[config.mk]
export PLATFORM = sky130hd
export DESIGN_NAME = algo_cmos_16_8bit_flat
export DESIGN_NICKNAME = d
export VERILOG_FILES = /design/src/rtl/algo_cmos_16_8bit_if.sv /design/src/rtl/algo_cmos_16_8bit.sv /design/src/flat_wrapper.sv
export SDC_FILE = /design/constraint.sdc
export NUM_CORES = 1
export LEC_CHECK = 0
export CAP_MARGIN = 5
export CORE_MARGIN = 10
export CORE_UTILIZATION = 59
export DETAILED_ROUTE_END_ITERATION = 7
export PLACE_DENSITY = 0.84
export REMOVE_ABC_BUFFERS = 1
export SLEW_MARGIN = 20
export SYNTH_ARGS = -nofsm -noshare
export SYNTH_HDL_FRONTEND = slang
export SYNTH_SLANG_ARGS = --single-unit
[constraint.sdc]
create_clock -name pclk -period 4.6 [get_ports pclk]
set_input_delay 0.92 -clock pclk [delete_from_list [all_inputs] [get_ports pclk]]
set_output_delay 0.92 -clock pclk [all_outputs]
set_load 0.01 [all_outputs]
[src/rtl/algo_cmos_16_8bit_if.sv]
// algo_cmos_16_8bit_if: pixel stream in (pix/pix_valid/pix_sof/pix_eol/pix_ready), byte stream out (pdata/de/fe/underrun)
interface algo_cmos_16_8bit_if;
  logic [15:0] pix;
  logic pix_valid;
  logic pix_sof;
  logic pix_eol;
  logic pix_ready;
  logic [7:0] pdata;
  logic de;
  logic fe;
  logic underrun;
  modport master (output pix, pix_valid, pix_sof, pix_eol, input pix_ready, pdata, de, fe, underrun);
  modport slave (input pix, pix_valid, pix_sof, pix_eol, output pix_ready, pdata, de, fe, underrun);
endinterface

[src/rtl/algo_cmos_16_8bit.sv]
// algo_cmos_16_8bit: 16-bit pixels to 8-bit CMOS bytes with frame sync and line blanking (pclk, rst, bus slave: pix* in, pdata/de/fe/underrun out)
module algo_cmos_16_8bit #(
  parameter int FE_LEN = 4,
  parameter int FE_GAP = 8,
  parameter int H_BLANK = 16
) (
  input logic pclk,
  input logic rst,
  algo_cmos_16_8bit_if.slave bus
);
  localparam int MX = FE_LEN > FE_GAP ? (FE_LEN > H_BLANK ? FE_LEN : H_BLANK) : (FE_GAP > H_BLANK ? FE_GAP : H_BLANK);
  localparam int CW = $clog2(MX + 1);
  typedef enum logic [2:0] {HI, LO, FSYNC, FGAP, HBLANK} state_t;
  state_t state;
  logic [17:0] mem [2];
  logic [17:0] head;
  logic [17:0] din;
  logic [1:0] count;
  logic [CW-1:0] counter;
  logic line_active;
  logic sof_done;
  logic push;
  logic pop;
  assign head = mem[0];
  assign din = {bus.pix, bus.pix_sof, bus.pix_eol};
  assign bus.pix_ready = ~rst & (count != 2'd2);
  assign push = bus.pix_valid & bus.pix_ready;
  assign pop = state == LO;
  always_ff @(posedge pclk) begin
    if (rst) count <= 2'd0;
    else count <= count + {1'b0, push} - {1'b0, pop};
    if (pop) mem[0] <= count[1] ? mem[1] : din;
    else if (push) mem[count[0]] <= din;
  end
  always_ff @(posedge pclk) begin
    if (rst) begin
      state <= HI;
      bus.pdata <= 8'd0;
      bus.de <= 1'b0;
      bus.fe <= 1'b0;
      bus.underrun <= 1'b0;
      counter <= '0;
      line_active <= 1'b0;
      sof_done <= 1'b0;
    end else begin
      case (state)
        HI: begin
          if (count == 2'd0) begin
            bus.de <= 1'b0;
            bus.pdata <= 8'd0;
            if (line_active) bus.underrun <= 1'b1;
          end else if (head[1] && !sof_done) begin
            bus.de <= 1'b0;
            bus.pdata <= 8'd0;
            bus.fe <= 1'b1;
            counter <= CW'(FE_LEN - 1);
            line_active <= 1'b0;
            state <= FSYNC;
          end else begin
            bus.pdata <= head[17:10];
            bus.de <= 1'b1;
            line_active <= 1'b1;
            state <= LO;
          end
        end
        LO: begin
          bus.pdata <= head[9:2];
          bus.de <= 1'b1;
          sof_done <= 1'b0;
          if (head[0]) begin
            line_active <= 1'b0;
            counter <= CW'(H_BLANK - 1);
            state <= HBLANK;
          end else state <= HI;
        end
        FSYNC: begin
          bus.de <= 1'b0;
          bus.pdata <= 8'd0;
          if (counter == '0) begin
            bus.fe <= 1'b0;
            counter <= CW'(FE_GAP > 1 ? FE_GAP - 2 : 0);
            sof_done <= FE_GAP == 1;
            state <= FE_GAP == 1 ? HI : FGAP;
          end else counter <= counter - 1'b1;
        end
        FGAP: begin
          bus.de <= 1'b0;
          bus.pdata <= 8'd0;
          if (counter == '0) begin
            sof_done <= 1'b1;
            state <= HI;
          end else counter <= counter - 1'b1;
        end
        HBLANK: begin
          bus.de <= 1'b0;
          bus.pdata <= 8'd0;
          if (counter == '0) state <= HI;
          else counter <= counter - 1'b1;
        end
        default: state <= HI;
      endcase
    end
  end
endmodule

[src/flat_wrapper.sv]
// flat-port wrapper written by rule: the top's interface ports become plain ports
module algo_cmos_16_8bit_flat 
#(
  parameter int FE_LEN = 4,
  parameter int FE_GAP = 8,
  parameter int H_BLANK = 16
)
  (pclk, rst, bus_pix, bus_pix_valid, bus_pix_sof, bus_pix_eol, bus_pix_ready, bus_pdata, bus_de, bus_fe, bus_underrun);
  algo_cmos_16_8bit_if bus_i ();
  input logic pclk;
  input logic rst;
  input wire logic [$bits(bus_i.pix)-1:0] bus_pix;
  input wire logic [$bits(bus_i.pix_valid)-1:0] bus_pix_valid;
  input wire logic [$bits(bus_i.pix_sof)-1:0] bus_pix_sof;
  input wire logic [$bits(bus_i.pix_eol)-1:0] bus_pix_eol;
  output wire logic [$bits(bus_i.pix_ready)-1:0] bus_pix_ready;
  output wire logic [$bits(bus_i.pdata)-1:0] bus_pdata;
  output wire logic [$bits(bus_i.de)-1:0] bus_de;
  output wire logic [$bits(bus_i.fe)-1:0] bus_fe;
  output wire logic [$bits(bus_i.underrun)-1:0] bus_underrun;
  assign bus_i.pix = bus_pix;
  assign bus_i.pix_valid = bus_pix_valid;
  assign bus_i.pix_sof = bus_pix_sof;
  assign bus_i.pix_eol = bus_pix_eol;
  assign bus_pix_ready = bus_i.pix_ready;
  assign bus_pdata = bus_i.pdata;
  assign bus_de = bus_i.de;
  assign bus_fe = bus_i.fe;
  assign bus_underrun = bus_i.underrun;
  algo_cmos_16_8bit #(.FE_LEN(FE_LEN), .FE_GAP(FE_GAP), .H_BLANK(H_BLANK)) u_core (.pclk(pclk), .rst(rst), .bus(bus_i));
endmodule
Word level (Yosys, flattened, before mapping)
Memory sizes are Yosys's and may differ from the RTL's.
Cells that the tools add are included.
{"block": "word_totals", "mem_bits_rw": 36, "output_inout_bits": 12, "regBits": 23, "mem_count": 1}
{"block": "classes", "bitwise_logic": 3, "n_eq_ne": 12, "n_addsub": 3, "muxes": 36, "reduce_logical": 19}
{"memory": "u_core.mem", "depth": 2, "width": 18, "rd": 2, "rd_clocked_by_memory_dff": 0, "write_ports": 1, "line_no": "algo_cmos_16_8bit.sv:15", "text": "logic [17:0] mem [2];"}
{"operator": "18-bit 2-to-1 mux", "n": 2}
{"operator": "5-bit 2-to-1 mux", "n": 5}
{"operator": "8-bit case mux with 3 select lines", "n": 1}
{"operator": "5-bit case mux with 4 select lines", "n": 1}
{"operator": "18-bit OR reduction", "n": 1}
{"operator": "8-bit 2-to-1 mux", "n": 2}
{"operator": "1-bit 2-to-1 mux", "n": 15}
{"operator": "3-bit 2-to-1 mux", "n": 4}
{"operator": "3-bit case mux with 4 select lines", "n": 1}
{"operator": "3-bit AND reduction", "n": 4}
{"operator": "2-bit by 1-bit inequality test with 1-bit output, second input constant", "n": 5}
{"operator": "3-bit by 2-bit equality test with 1-bit output, second input constant", "n": 2}
{"operator": "2-bit inequality test, second input constant", "n": 3}
{"operator": "1-bit case mux with 3 select lines", "n": 2}
{"operator": "3-bit nonzero test", "n": 2}
{"operator": "5-bit logical NOT", "n": 1}
{"operator": "5-bit AND reduction", "n": 1}
{"operator": "5-bit by 1-bit subtractor with 5-bit output, second input constant", "n": 1}
{"operator": "1-bit case mux with 2 select lines", "n": 2}
{"operator": "4-bit AND reduction", "n": 1}
{"operator": "2-bit nonzero test", "n": 2}
{"operator": "4-bit nonzero test", "n": 1}
{"operator": "3-bit by 1-bit equality test with 1-bit output, second input constant", "n": 1}
{"operator": "3-bit equality test, second input constant", "n": 1}
{"operator": "other kinds (11)", "n": 12}

Logic depth before layout (Yosys ltp)
{"block": "depth", "word_depth": 8, "depth_mapped": 9, "mapped_depth_nobuf": 8}

Worst setup path before layout
No wires, ideal clock.
{"block": "synth_path", "path_type": "input-to-reg", "start": "input port rst", "end": "memory u_core.mem[1][0] (enable)", "required_time_ns": 4.184, "path_stages": 4, "setup_time_ns": 0.416, "arrival_ns": 2.810, "path_slack_ns": 1.374, "path_cell_list": "clkbuf_1 -> a21oi_1 -> nand2_1 -> nor3_1"}
{"block": "synth_via", "elab_chain_cells": 8}
{"item": "start: declaration", "line_no": "flat_wrapper.sv:11", "text": "input logic rst;"}
{"item": "1-bit inverter *", "line_no": "algo_cmos_16_8bit.sv:26", "text": "assign bus.pix_ready = ~rst & (count != 2'd2);"}
{"item": "1-bit bitwise AND *", "line_no": "algo_cmos_16_8bit.sv:26"}
{"item": "net bus_pix_ready", "line_no": "flat_wrapper.sv:16", "text": "output wire logic [$bits(bus_i.pix_ready)-1:0] bus_pix_ready;"}
{"item": "1-bit bitwise AND *", "line_no": "algo_cmos_16_8bit.sv:27", "text": "assign push = bus.pix_valid & bus.pix_ready;"}
{"item": "1-bit 2-to-1 mux *", "line_no": "algo_cmos_16_8bit.sv:33", "text": "else if (push) mem[count[0]] <= din;"}
{"item": "1-bit 2-to-1 mux *", "line_no": "algo_cmos_16_8bit.sv:32", "text": "if (pop) mem[0] <= count[1] ? mem[1] : din;"}
{"item": "1-bit 2-to-1 mux (implied by the code) *", "line_no": "algo_cmos_16_8bit.sv:33"}
{"item": "18-bit OR reduction (no source line)"}
{"item": "1-bit 2-to-1 mux (no source line)"}
{"item": "end: declaration", "line_no": "algo_cmos_16_8bit.sv:15"}
The timed path passes the listed nets; every way through them passes the cells marked *.

Worst setup path after layout
{"block": "layout_path", "start": "input port rst", "end": "output port bus_pix_ready"}
{"block": "layout_via", "elab_chain_cells": 2}
{"item": "1-bit inverter", "line_no": "algo_cmos_16_8bit.sv:26"}
{"item": "1-bit bitwise AND", "line_no": "algo_cmos_16_8bit.sv:26"}
{"item": "end: declaration", "line_no": "flat_wrapper.sv:16"}
No other way between the ends.

==> results.md <==
* Outcome: completed
* Final setup vio count at 0
* WP buf/inv at 3
* Worst setup SP type: input pin
* Residual DRC at 0
* Slew at the pin closest to its max-slew limit at 0.971 ns
* Fill cells at 287
* Largest net degree at the start of global routing at 27
* Routed vias at 1,853
* Cts repair resizes at 0
* Data arrival, critical path at 2.31 ns
* Post-cts hold buffer count at 0
* CP max stage cell: clkdlybuf4s50_1
* Initial core utilization at 0.605
* Iter 0 DRT Violations at 158
* Sequential area share after synthesis at 0.585
* Flops & latches, synth at 59
* Cell area after layout at 3140 µm²
* Clk buf depth at 2
* Share of layout cells above drive strength 1 at 0.166
* Avg Cell Area, Syn at 11.9 µm²
* Final Skew at 0.00903 ns
* Synth warnings at 0
* Clk slew on worst S/H paths at 0.06 ns
* Die Width at 86.8 µm
* Final Hold Viols at 0
* 1st-pass router iterations at 4
* Yosys cell types at 45
* Antenna-violating nets left at 0
* Post-layout min period at 3.23 ns
* CP Class: input pin to output port
* Wire per inst at 17.2 µm
* DP Wirelength at 3630 µm
* Worst hold slack at 0.468 ns
* Die area at 7540 µm²
* Peak supply drop at 0.300 mV
* Placed inst area at 2990 µm²
* GRT Residual Overflow at 0
* Leakage at 1.13 nW
* Main synth FF type: edfxtp_1
* Crit path cell chain: clkdlybuf4s50_1 -> buf_4 -> a21oi_1 -> clkdlybuf4s50_1
* Max Clock Freq at 0.309 GHz
* Global-route wire length before repair at 8750 µm
* GR Util All Layers at 0.147
* Period utilisation layout at 0.703
* Maxcap violations at 0
* Synth-to-layout area growth at 19.1%
* Max incr delay on CP at 0.57 ns
* Setup ws final at 1.37 ns
* Slew HR at 0.352
* Vias in the first global route at 1,861
* Clk_lat worst skew at 0.34 ns
* Num rows at 24
* CTS tree: done
* Crit-path most repeated cell: clkdlybuf4s50_1
* Hold Path Class: flip-flop to flip-flop
* Cells after synthesis at 222
* Cts bufs inserted at 9
* CP endpoint kind: output port
* Pins over their slew limit at 0
* Diodes inserted at 0
* Dpl ws at 1.18 ns
* Commonest non-fill, non-tap cells in the layout: 36 x edfxtp_1, 32 x clkdlybuf4s50_1, 23 x dfxtp_1, 18 x mux2_2, 18 x nor2_1
* Non-Filler Instances at 311
* Via/cell ratio at 5.96
* Unrepaired setup endpoints after global routing: false
* Nets at 280
* Final setup TNS at 0 ns
* Initial antenna violation count at 0
* Synth Cell Area at 2640 µm²
* Worst EP required at 3.68 ns
* Post-CTS Setup Inserts at 0
* Post-synth EDFFs at 36
* Die Y at 86.8 µm
* GPL Wtd Cong at 0.888
* Ys async rst share at 0
* IO buf count at 32
* PD cells at 568 nW/µm²
* Core ar. at 4350 µm²
* # H-tree levels at 3
* Worst-path maximum fanout at 25
* Commonest non-fill, non-tap cell in the layout: edfxtp_1
* Top Family by Delay on Critical Path: buffers and inverters
* Root Buffer: clkbuf_8
* # clock sinks at 59
* IO Pins at 33
* Cell count after placement at 296
* Total Wirelength at 5350 µm
## final timing paths
kind                       start                   to  slack [ns]  cells past startpoint
max                          rst        bus_pix_ready        1.37                      4
min          u_core.bus.underrun  u_core.bus.underrun        0.47                      2
max reg2reg      u_core.state[0]     u_core.mem[1][5]        1.90                      4
min reg2reg  u_core.bus.underrun  u_core.bus.underrun        0.47                      2
## worst reg2reg max path: cells and delay by family (launching register included)
family                 cells  cell delay [ns]
AND/OR/NAND/NOR            1             0.60
multiplexers               1             0.42
buffers and inverters      1             0.34
flip-flops                 1             0.68
AO/OA/AOI/OAI              1             0.42
## flip-flops by register name, summed over array words and instances, names as in the netlist
signal	count
u_core.mem	36
u_core.bus.pdata	8
u_core.counter	5
u_core.state	3
u_core.count	2
u_core.bus.de	1
u_core.bus.fe	1
u_core.bus.underrun	1
u_core.line_active	1
u_core.sof_done	1
## routing by layer
layer / track usage / part of all wire / vias to the layer above
met5: 0 / 0 / -
met4: 0.0913 / 0.019 / 0
met3: 0.0478 / 0.057 / 9
met2: 0.231 / 0.50 / 56
met1: 0.169 / 0.42 / 886
li1: - / - / 902
## logic make-up (layout without fill, tap and decap cells)
| kind of cell | Yosys count | count (layout) | share of synthesized area |
|---|---|---|---|
| AO/OA/AOI/OAI | 60 | 60 | 0.165 |
| flip-flops | 59 | 59 | 0.585 |
| AND/OR/NAND/NOR | 56 | 56 | 0.105 |
| buffers and inverters | 21 | 58 | 0.0356 |
| multiplexers | 18 | 18 | 0.0769 |
| adder cells (fa/ha/maj) | 4 | 4 | 0.0190 |
| XOR/XNOR | 4 | 4 | 0.0133 |
## synth_stat cells, drive strengths merged, types with 2 or more instances
| cell | n | area (µm²) |
|---|---|---|
| dfxtp | 23 | 460 |
| nand2b | 2 | 12.5 |
| a211oi | 14 | 110 |
| ha | 4 | 50.1 |
| a31oi | 4 | 25.0 |
| o21ai | 5 | 28.8 |
| nor2 | 18 | 67.6 |
| a21oi | 15 | 75.1 |
| nor4 | 2 | 12.5 |
| xnor2 | 3 | 26.3 |
| a22oi | 5 | 37.5 |
| o31ai | 3 | 27.5 |
| nor3 | 9 | 50.1 |
| nand3 | 4 | 20.0 |
| a2bb2oi | 4 | 35.0 |
| mux2 | 18 | 203 |
| buf | 6 | 37.5 |
| inv | 7 | 26.3 |
| o21bai | 2 | 15.0 |
| clkbuf | 8 | 30.0 |
| nor2b | 3 | 18.8 |
| nand2 | 13 | 48.8 |
| edfxtp | 36 | 1080 |
## where the power goes
group          internal, W  switching (W)
registers         0.000724      0.0000898
logic             0.000274       0.000320
clock network     0.000188       0.000188
## stage by stage
stage | power, W | utilization
5_1_grt | 0.00189 | 0.721
6_report | 0.00178 | 0.721
4_1_cts | 0.00179 | 0.721
3_5_place_dp | 0.00141 | 0.686
2_1_floorplan | 0.00120 | -
3_3_place_gp | 0.00139 | 0.686
## area by class of cell
cell class | instances | area, µm² | area share
Sequential cell | 59 | 1540 | 0.491
Tap cell | 52 | 65.1 | 0.0207
Timing Repair Buffer | 36 | 350 | 0.112
Inverter | 7 | 26.3 | 0.00837
Multi-Input combinational cell | 142 | 1000 | 0.320
Clock buffer | 11 | 131 | 0.0419
Clock inverter | 4 | 18.8 | 0.00598
No activity file was read; power rests on OpenSTA's default activity.
